[src/rtl/icache_axi_refill_if.sv]
// AXI4 read-address and read-data channels between the icache refill
// engine (master) and the interconnect (slave).
//
// Ports (modports):
//   master : drives AR payload, arvalid, rready; samples arready, R payload
//   slave  : mirror of master
interface icache_axi_refill_if;
    logic [3:0]  arid;
    logic [31:0] araddr;
    logic [7:0]  arlen;
    logic [2:0]  arsize;
    logic [1:0]  arburst;
    logic        arvalid;
    logic        arready;

    logic [3:0]  rid;
    logic [31:0] rdata;
    logic [1:0]  rresp;
    logic        rlast;
    logic        rvalid;
    logic        rready;

    modport master (
        output arid,
        output araddr,
        output arlen,
        output arsize,
        output arburst,
        output arvalid,
        input  arready,
        input  rid,
        input  rdata,
        input  rresp,
        input  rlast,
        input  rvalid,
        output rready
    );

    modport slave (
        input  arid,
        input  araddr,
        input  arlen,
        input  arsize,
        input  arburst,
        input  arvalid,
        output arready,
        output rid,
        output rdata,
        output rresp,
        output rlast,
        output rvalid,
        input  rready
    );
endinterface

[src/rtl/icache_axi_refill.sv]
// Icache memory-side responder: turns a line refill or an uncached word
// fetch into one AXI4 read burst and hands back the line or the word.
//
// Ports:
//   clk, reset            : clock, synchronous active-high reset
//   rd_req / rd_addr      : line refill request (level) and address
//   ret_valid / ret_data  : one-cycle pulse with the assembled 256-bit line
//   iucache_ren_i / _addr : uncached fetch request (level) and address
//   iucache_rvalid_o/_rdata_o : one-cycle pulse with the 32-bit word
//   axi                   : AXI4 AR/R master channels
module icache_axi_refill #(
    parameter logic [3:0] AXI_ID = 4'd0
) (
    input  logic                       clk,
    input  logic                       reset,

    input  logic                       rd_req,
    input  logic [31:0]                rd_addr,
    output logic                       ret_valid,
    output logic [255:0]               ret_data,

    input  logic                       iucache_ren_i,
    input  logic [31:0]                iucache_addr_i,
    output logic                       iucache_rvalid_o,
    output logic [31:0]                iucache_rdata_o,

    icache_axi_refill_if.master        axi
);

    typedef enum logic [1:0] {
        S_IDLE,
        S_AR,
        S_R,
        S_RESP
    } state_t;

    state_t          state_q;
    logic            is_unc_q;
    logic [2:0]      cnt_q;
    logic [7:0][31:0] line_q;
    logic [7:0][31:0] line_nxt;

    // Buffer as it will look once the current beat is stored; used both
    // for the buffer update and for the returned data on the last beat so
    // the final word is not one cycle late.
    always_comb begin
        line_nxt        = line_q;
        line_nxt[cnt_q] = axi.rdata;
    end

    assign axi.arid = AXI_ID;

    // Response status/ID and the sub-line address bits carry no meaning here.
    logic unused_ok;
    assign unused_ok = ^{axi.rid, axi.rresp, rd_addr[4:0], iucache_addr_i[1:0]};

    always_ff @(posedge clk) begin
        if (reset) begin
            state_q          <= S_IDLE;
            is_unc_q         <= 1'b0;
            cnt_q            <= 3'd0;
            line_q           <= '0;
            axi.araddr       <= 32'd0;
            axi.arlen        <= 8'd0;
            axi.arsize       <= 3'd0;
            axi.arburst      <= 2'd0;
            axi.arvalid      <= 1'b0;
            axi.rready       <= 1'b0;
            ret_valid        <= 1'b0;
            ret_data         <= '0;
            iucache_rvalid_o <= 1'b0;
            iucache_rdata_o  <= 32'd0;
        end else begin
            unique case (state_q)
                S_IDLE: begin
                    // Uncached fetch wins over a line refill.
                    if (iucache_ren_i) begin
                        state_q     <= S_AR;
                        is_unc_q    <= 1'b1;
                        cnt_q       <= 3'd0;
                        line_q      <= '0;
                        axi.araddr  <= {iucache_addr_i[31:2], 2'b00};
                        axi.arlen   <= 8'd0;
                        axi.arsize  <= 3'b010;
                        axi.arburst <= 2'b01;
                        axi.arvalid <= 1'b1;
                    end else if (rd_req) begin
                        state_q     <= S_AR;
                        is_unc_q    <= 1'b0;
                        cnt_q       <= 3'd0;
                        line_q      <= '0;
                        axi.araddr  <= {rd_addr[31:5], 5'b00000};
                        axi.arlen   <= 8'd7;
                        axi.arsize  <= 3'b010;
                        axi.arburst <= 2'b01;
                        axi.arvalid <= 1'b1;
                    end
                end

                S_AR: begin
                    if (axi.arready) begin
                        state_q     <= S_R;
                        axi.arvalid <= 1'b0;
                        axi.rready  <= 1'b1;
                    end
                end

                S_R: begin
                    if (axi.rvalid) begin
                        line_q <= line_nxt;
                        cnt_q  <= cnt_q + 3'd1;
                        if (axi.rlast) begin
                            state_q    <= S_RESP;
                            axi.rready <= 1'b0;
                            if (is_unc_q) begin
                                iucache_rvalid_o <= 1'b1;
                                iucache_rdata_o  <= line_nxt[0];
                            end else begin
                                ret_valid <= 1'b1;
                                ret_data  <= line_nxt;
                            end
                        end
                    end
                end

                S_RESP: begin
                    state_q          <= S_IDLE;
                    ret_valid        <= 1'b0;
                    iucache_rvalid_o <= 1'b0;
                end
            endcase
        end
    end

endmodule

[src/flat_wrapper.sv]
// flat-port wrapper written by rule: the top's interface ports become plain ports
module icache_axi_refill_flat 
#(
    parameter logic [3:0] AXI_ID = 4'd0
)
  (clk, reset, rd_req, rd_addr, ret_valid, ret_data, iucache_ren_i, iucache_addr_i, iucache_rvalid_o, iucache_rdata_o, axi_arid, axi_araddr, axi_arlen, axi_arsize, axi_arburst, axi_arvalid, axi_arready, axi_rid, axi_rdata, axi_rresp, axi_rlast, axi_rvalid, axi_rready);
  icache_axi_refill_if axi_i ();
  input  logic clk;
  input  logic reset;
  input  logic rd_req;
  input  logic [31:0] rd_addr;
  output logic ret_valid;
  output logic [255:0] ret_data;
  input  logic iucache_ren_i;
  input  logic [31:0] iucache_addr_i;
  output logic iucache_rvalid_o;
  output logic [31:0] iucache_rdata_o;
  output wire logic [$bits(axi_i.arid)-1:0] axi_arid;
  output wire logic [$bits(axi_i.araddr)-1:0] axi_araddr;
  output wire logic [$bits(axi_i.arlen)-1:0] axi_arlen;
  output wire logic [$bits(axi_i.arsize)-1:0] axi_arsize;
  output wire logic [$bits(axi_i.arburst)-1:0] axi_arburst;
  output wire logic [$bits(axi_i.arvalid)-1:0] axi_arvalid;
  input wire logic [$bits(axi_i.arready)-1:0] axi_arready;
  input wire logic [$bits(axi_i.rid)-1:0] axi_rid;
  input wire logic [$bits(axi_i.rdata)-1:0] axi_rdata;
  input wire logic [$bits(axi_i.rresp)-1:0] axi_rresp;
  input wire logic [$bits(axi_i.rlast)-1:0] axi_rlast;
  input wire logic [$bits(axi_i.rvalid)-1:0] axi_rvalid;
  output wire logic [$bits(axi_i.rready)-1:0] axi_rready;
  assign axi_arid = axi_i.arid;
  assign axi_araddr = axi_i.araddr;
  assign axi_arlen = axi_i.arlen;
  assign axi_arsize = axi_i.arsize;
  assign axi_arburst = axi_i.arburst;
  assign axi_arvalid = axi_i.arvalid;
  assign axi_i.arready = axi_arready;
  assign axi_i.rid = axi_rid;
  assign axi_i.rdata = axi_rdata;
  assign axi_i.rresp = axi_rresp;
  assign axi_i.rlast = axi_rlast;
  assign axi_i.rvalid = axi_rvalid;
  assign axi_rready = axi_i.rready;
  icache_axi_refill #(.AXI_ID(AXI_ID)) u_core (.clk(clk), .reset(reset), .rd_req(rd_req), .rd_addr(rd_addr), .ret_valid(ret_valid), .ret_data(ret_data), .iucache_ren_i(iucache_ren_i), .iucache_addr_i(iucache_addr_i), .iucache_rvalid_o(iucache_rvalid_o), .iucache_rdata_o(iucache_rdata_o), .axi(axi_i));
endmodule
[config.mk]
export PLATFORM = sky130hd
export DESIGN_NAME = icache_axi_refill_flat
export DESIGN_NICKNAME = d
export VERILOG_FILES = /design/src/rtl/icache_axi_refill_if.sv /design/src/rtl/icache_axi_refill.sv /design/src/flat_wrapper.sv
export SDC_FILE = /design/constraint.sdc
export NUM_CORES = 1
export LEC_CHECK = 0
export BUFFER_PORTS_ARGS = -buffer_cell sky130_fd_sc_hd__buf_2
export CAP_MARGIN = 40
export CORE_ASPECT_RATIO = 1.75
export CORE_MARGIN = 8
export CORE_UTILIZATION = 35
export CTS_CLUSTER_DIAMETER = 100
export DETAILED_ROUTE_END_ITERATION = 10
export GPL_TIMING_DRIVEN = 0
export SETUP_SLACK_MARGIN = 0.15
export SYNTH_ARGS = -nofsm -noshare
export SYNTH_HDL_FRONTEND = slang
export SYNTH_SLANG_ARGS = --single-unit
[constraint.sdc]
create_clock -name clk -period 2.39 [get_ports clk]
set_clock_uncertainty 0.1 [all_clocks]
set_input_delay 0.1195 -clock clk [delete_from_list [all_inputs] [get_ports clk]]
set_output_delay 0.1195 -clock clk [all_outputs]
set_load 0.02 [all_outputs]
==> flow_metrics.env <==
export IMPL_tritoncts="done"
export IMPL_hp_class="input pin to flop"
export IMPL_drive_gt1_frac=0.248
export IMPL_drc_errors=0
export IMPL_grtUsageTotal=0.265
export IMPL_timing_slew_headroom=0.351
export IMPL_core_area_um2=69300
export IMPL_gp_congestion=0.911
export IMPL_clock_path_buffers=3
export IMPL_syn_area_um2=24400
export IMPL_required_ns=2.75
export IMPL_instances_no_fill=4315
export IMPL_syn2layout_area_growth_pct=29.2
export IMPL_yosysTopAreaCellShare=0.481
export IMPL_critPathMaxFanout=10
export IMPL_clkSinkCount=586
export IMPL_tightestPinTransition_ns=0.974
export IMPL_vdd_drop_max_mv=0.726
export IMPL_async_flop_share=0
export IMPL_place_inst=4108
export IMPL_first_pass_iters=6
export IMPL_grt_pass1_vias=23890
export IMPL_nNetsFinal=3477
export IMPL_setup_viol=0
export IMPL_whs_ns=0.250
export IMPL_floorplan_die_height_um=365
export IMPL_rsz0062_at_grt="true"
export IMPL_tns_ns=0
export IMPL_fmax_mhz=456
export IMPL_grt_pass1_wl_mm=157
export IMPL_antenna_found_initial=0
export IMPL_worstPathArrival_ns=2.56
export IMPL_io_buffers=419
export IMPL_postRouteAntennaNets=0
export IMPL_die_area_um2=78800
export IMPL_dr_first_iter_drc_count=1474
export IMPL_fillers=6901
export IMPL_synthCells=2735
export IMPL_yosys_cell_types_count=45
export IMPL_post_place_ws_ns=-0.734
export IMPL_p_leak_nw=12.5
export IMPL_cts_max_level=2
export IMPL_ys_warn_count=0
export IMPL_synth_seq_cells=586
export IMPL_grt_start_max_net_pins=16
export IMPL_dp_hpwl_mm=84.7
export IMPL_period_minus_slack_ns=2.19
export IMPL_num_vias=23602
export IMPL_path_class="flop to flop"
export IMPL_ios=450
export IMPL_fin_area_um2=31500
export IMPL_cts_made_buffers=54
export IMPL_fin_ws_ns=0.196
export IMPL_viasPerCell=5.47
export IMPL_synth_largest_area_cell="dfxtp_1"
export IMPL_hold_viol=0
export IMPL_grt_overflow=0
export IMPL_place_area_um2=28100
export IMPL_synthTopCellsByArea="dfxtp_1, nor2_1, mux2i_1"
export IMPL_maxCapViolations=0
export IMPL_fp_dieW_um=216
export IMPL_clk_pin_slew_worst_paths_ns=0.07
export IMPL_drt_wl_total_mm=109
export IMPL_initial_utilization=0.352
export IMPL_root_buffer="clkbuf_16"
export IMPL_period_share=0.918
export IMPL_p_per_area_nw_per_um2=887
export IMPL_status="completed"
export IMPL_synth_edff_count=0
export IMPL_worstSkewPairLatency_ns=0.63
export IMPL_synth_most_common_cell="dfxtp_1"
export IMPL_crit_path_start_kind="flop"
export IMPL_synth_seq_area_share=0.481
export IMPL_routedWlPerCell_um=25.4
export IMPL_synth_avg_cell_area_um2=8.92
export IMPL_cp_end_kind="flop"
export IMPL_synthTopCellsByCount="dfxtp_1, nor2_1, nand2_1"
export IMPL_drv_slew=0
export IMPL_ys_flop_type="dfxtp_1"
export IMPL_rows=128
## worst paths after layout
path / depth (start not counted) / slack, ns / endpoint / from
worst min register to register: 2 / 0.36 / u_core.axi.araddr[3] / u_core.axi.araddr[3]
worst max register to register: 9 / 0.20 / u_core.ret_data[106] / u_core.state_q[0]
worst min-delay path: 4 / 0.25 / u_core.axi.araddr[4] / iucache_addr_i[4]
worst max-delay path: 9 / 0.20 / u_core.ret_data[106] / u_core.state_q[0]
## cell families (layout without fill, tap and decap cells)
kind of cell    after synthesis  count (layout)  share of synthesized area
flops                       586             586                      0.481
other cells                   1              16                   0.000154
fa+ha+maj                     9               9                    0.00461
simple gates                987             988                      0.171
buf+inv                     362            1016                     0.0699
compound gates              600             600                      0.194
mux                         190             190                     0.0796
## where the power goes
part | switching (mW) | internal, mW
Combinational | 5.54 | 2.63
Clock | 4.11 | 4.83
Sequential | 0.411 | 10.4
## cell type report
cell class              instances  area, µm²  share of cell area
repair buffers                554       3540               0.112
diodes                          2       5.00            0.000159
clock inverters                19        163             0.00516
multi-input cells            1801      11200               0.356
well taps                     910       1140              0.0361
clock buffers                  81       1620              0.0515
plain buffers                 326       1970              0.0625
inverters                      36        135             0.00429
flip-flops and latches        586      11700               0.372
## critical path: stages (launching register included)
cell      delay, ns
dfxtp_4        0.36
inv_2          0.10
ha_1           0.22
buf_6          0.16
nor3b_4        0.23
buf_12         0.16
buf_6          0.16
clkbuf_8       0.24
buf_4          0.21
a211oi_1       0.09
## layout by cell type (no fill, tap or decap), types with 4 or more instances in the layout
| cell | Yosys | routed |
|---|---|---|
| nand2_1 | 234 | 234 |
| nand3b_1 | 5 | 5 |
| a32oi_2 | 0 | 7 |
| clkbuf_16 | 0 | 55 |
| buf_2 | 91 | 466 |
| nor3_1 | 66 | 66 |
| o32ai_2 | 29 | 29 |
| a311oi_1 | 97 | 96 |
| o21ai_0 | 63 | 62 |
| o21ai_1 | 6 | 7 |
| a21oi_1 | 75 | 73 |
| dlygate4sd3_1 | 0 | 95 |
| inv_1 | 36 | 34 |
| a32oi_1 | 160 | 153 |
| clkbuf_8 | 0 | 19 |
| nor2b_1 | 4 | 4 |
| buf_4 | 22 | 58 |
| mux2i_1 | 157 | 155 |
| a211oi_1 | 156 | 156 |
| buf_6 | 20 | 50 |
| clkbuf_4 | 0 | 12 |
| ha_1 | 9 | 8 |
| nor3_4 | 1 | 4 |
| clkbuf_1 | 186 | 137 |
| and3_1 | 4 | 4 |
| buf_8 | 0 | 24 |
| conb_1 | 1 | 14 |
| clkinvlp_4 | 0 | 4 |
| mux2_2 | 33 | 32 |
| or3_1 | 95 | 95 |
| clkinv_2 | 0 | 10 |
| clkbuf_2 | 0 | 42 |
| dfxtp_1 | 586 | 584 |
| nor2_1 | 555 | 551 |
| nand3_1 | 4 | 4 |
## sequential cells by signal, indices dropped and copies added, names as in the netlist
register and count:
u_core.ret_valid 1, u_core.cnt_q 3, u_core.ret_data 256, u_core.line_q 256, u_core.axi.arsize 1, u_core.axi.arvalid 1
u_core.iucache_rdata_o 32, u_core.is_unc_q 1, u_core.axi.arlen 1, u_core.iucache_rvalid_o 1, u_core.axi.araddr 30, u_core.axi.rready 1
u_core.state_q 2
## through the flow
| step | util | power [mW] |
|---|---|---|
| final | 0.455 | 28.0 |
| after CTS | 0.451 | 27.7 |
| after floorplan | - | 15.4 |
| after global routing | 0.455 | 28.9 |
| after detailed placement | 0.405 | 18.3 |
| after global placement | 0.399 | 18.2 |
## routing by layer
layer,GRT usage,routed length [µm],up-vias
li1,-,-,10964
met1,0.279,39300,11271
met2,0.462,53100,1067
met3,0.0593,8240,300
met4,0.193,8850,0
met5,0,0,-
## repair_timing
action / CTS / global route
endpoints found under the hold margin: 215 / 0
resized for setup: 142 / 105
endpoints found under the setup margin: 576 / 358
cloned: 2 / 0
hold buffers: 95 / 0
buffers inserted: 7 / 1
pin swaps: 6 / 2
No activity file was read; power rests on OpenSTA's default activity.
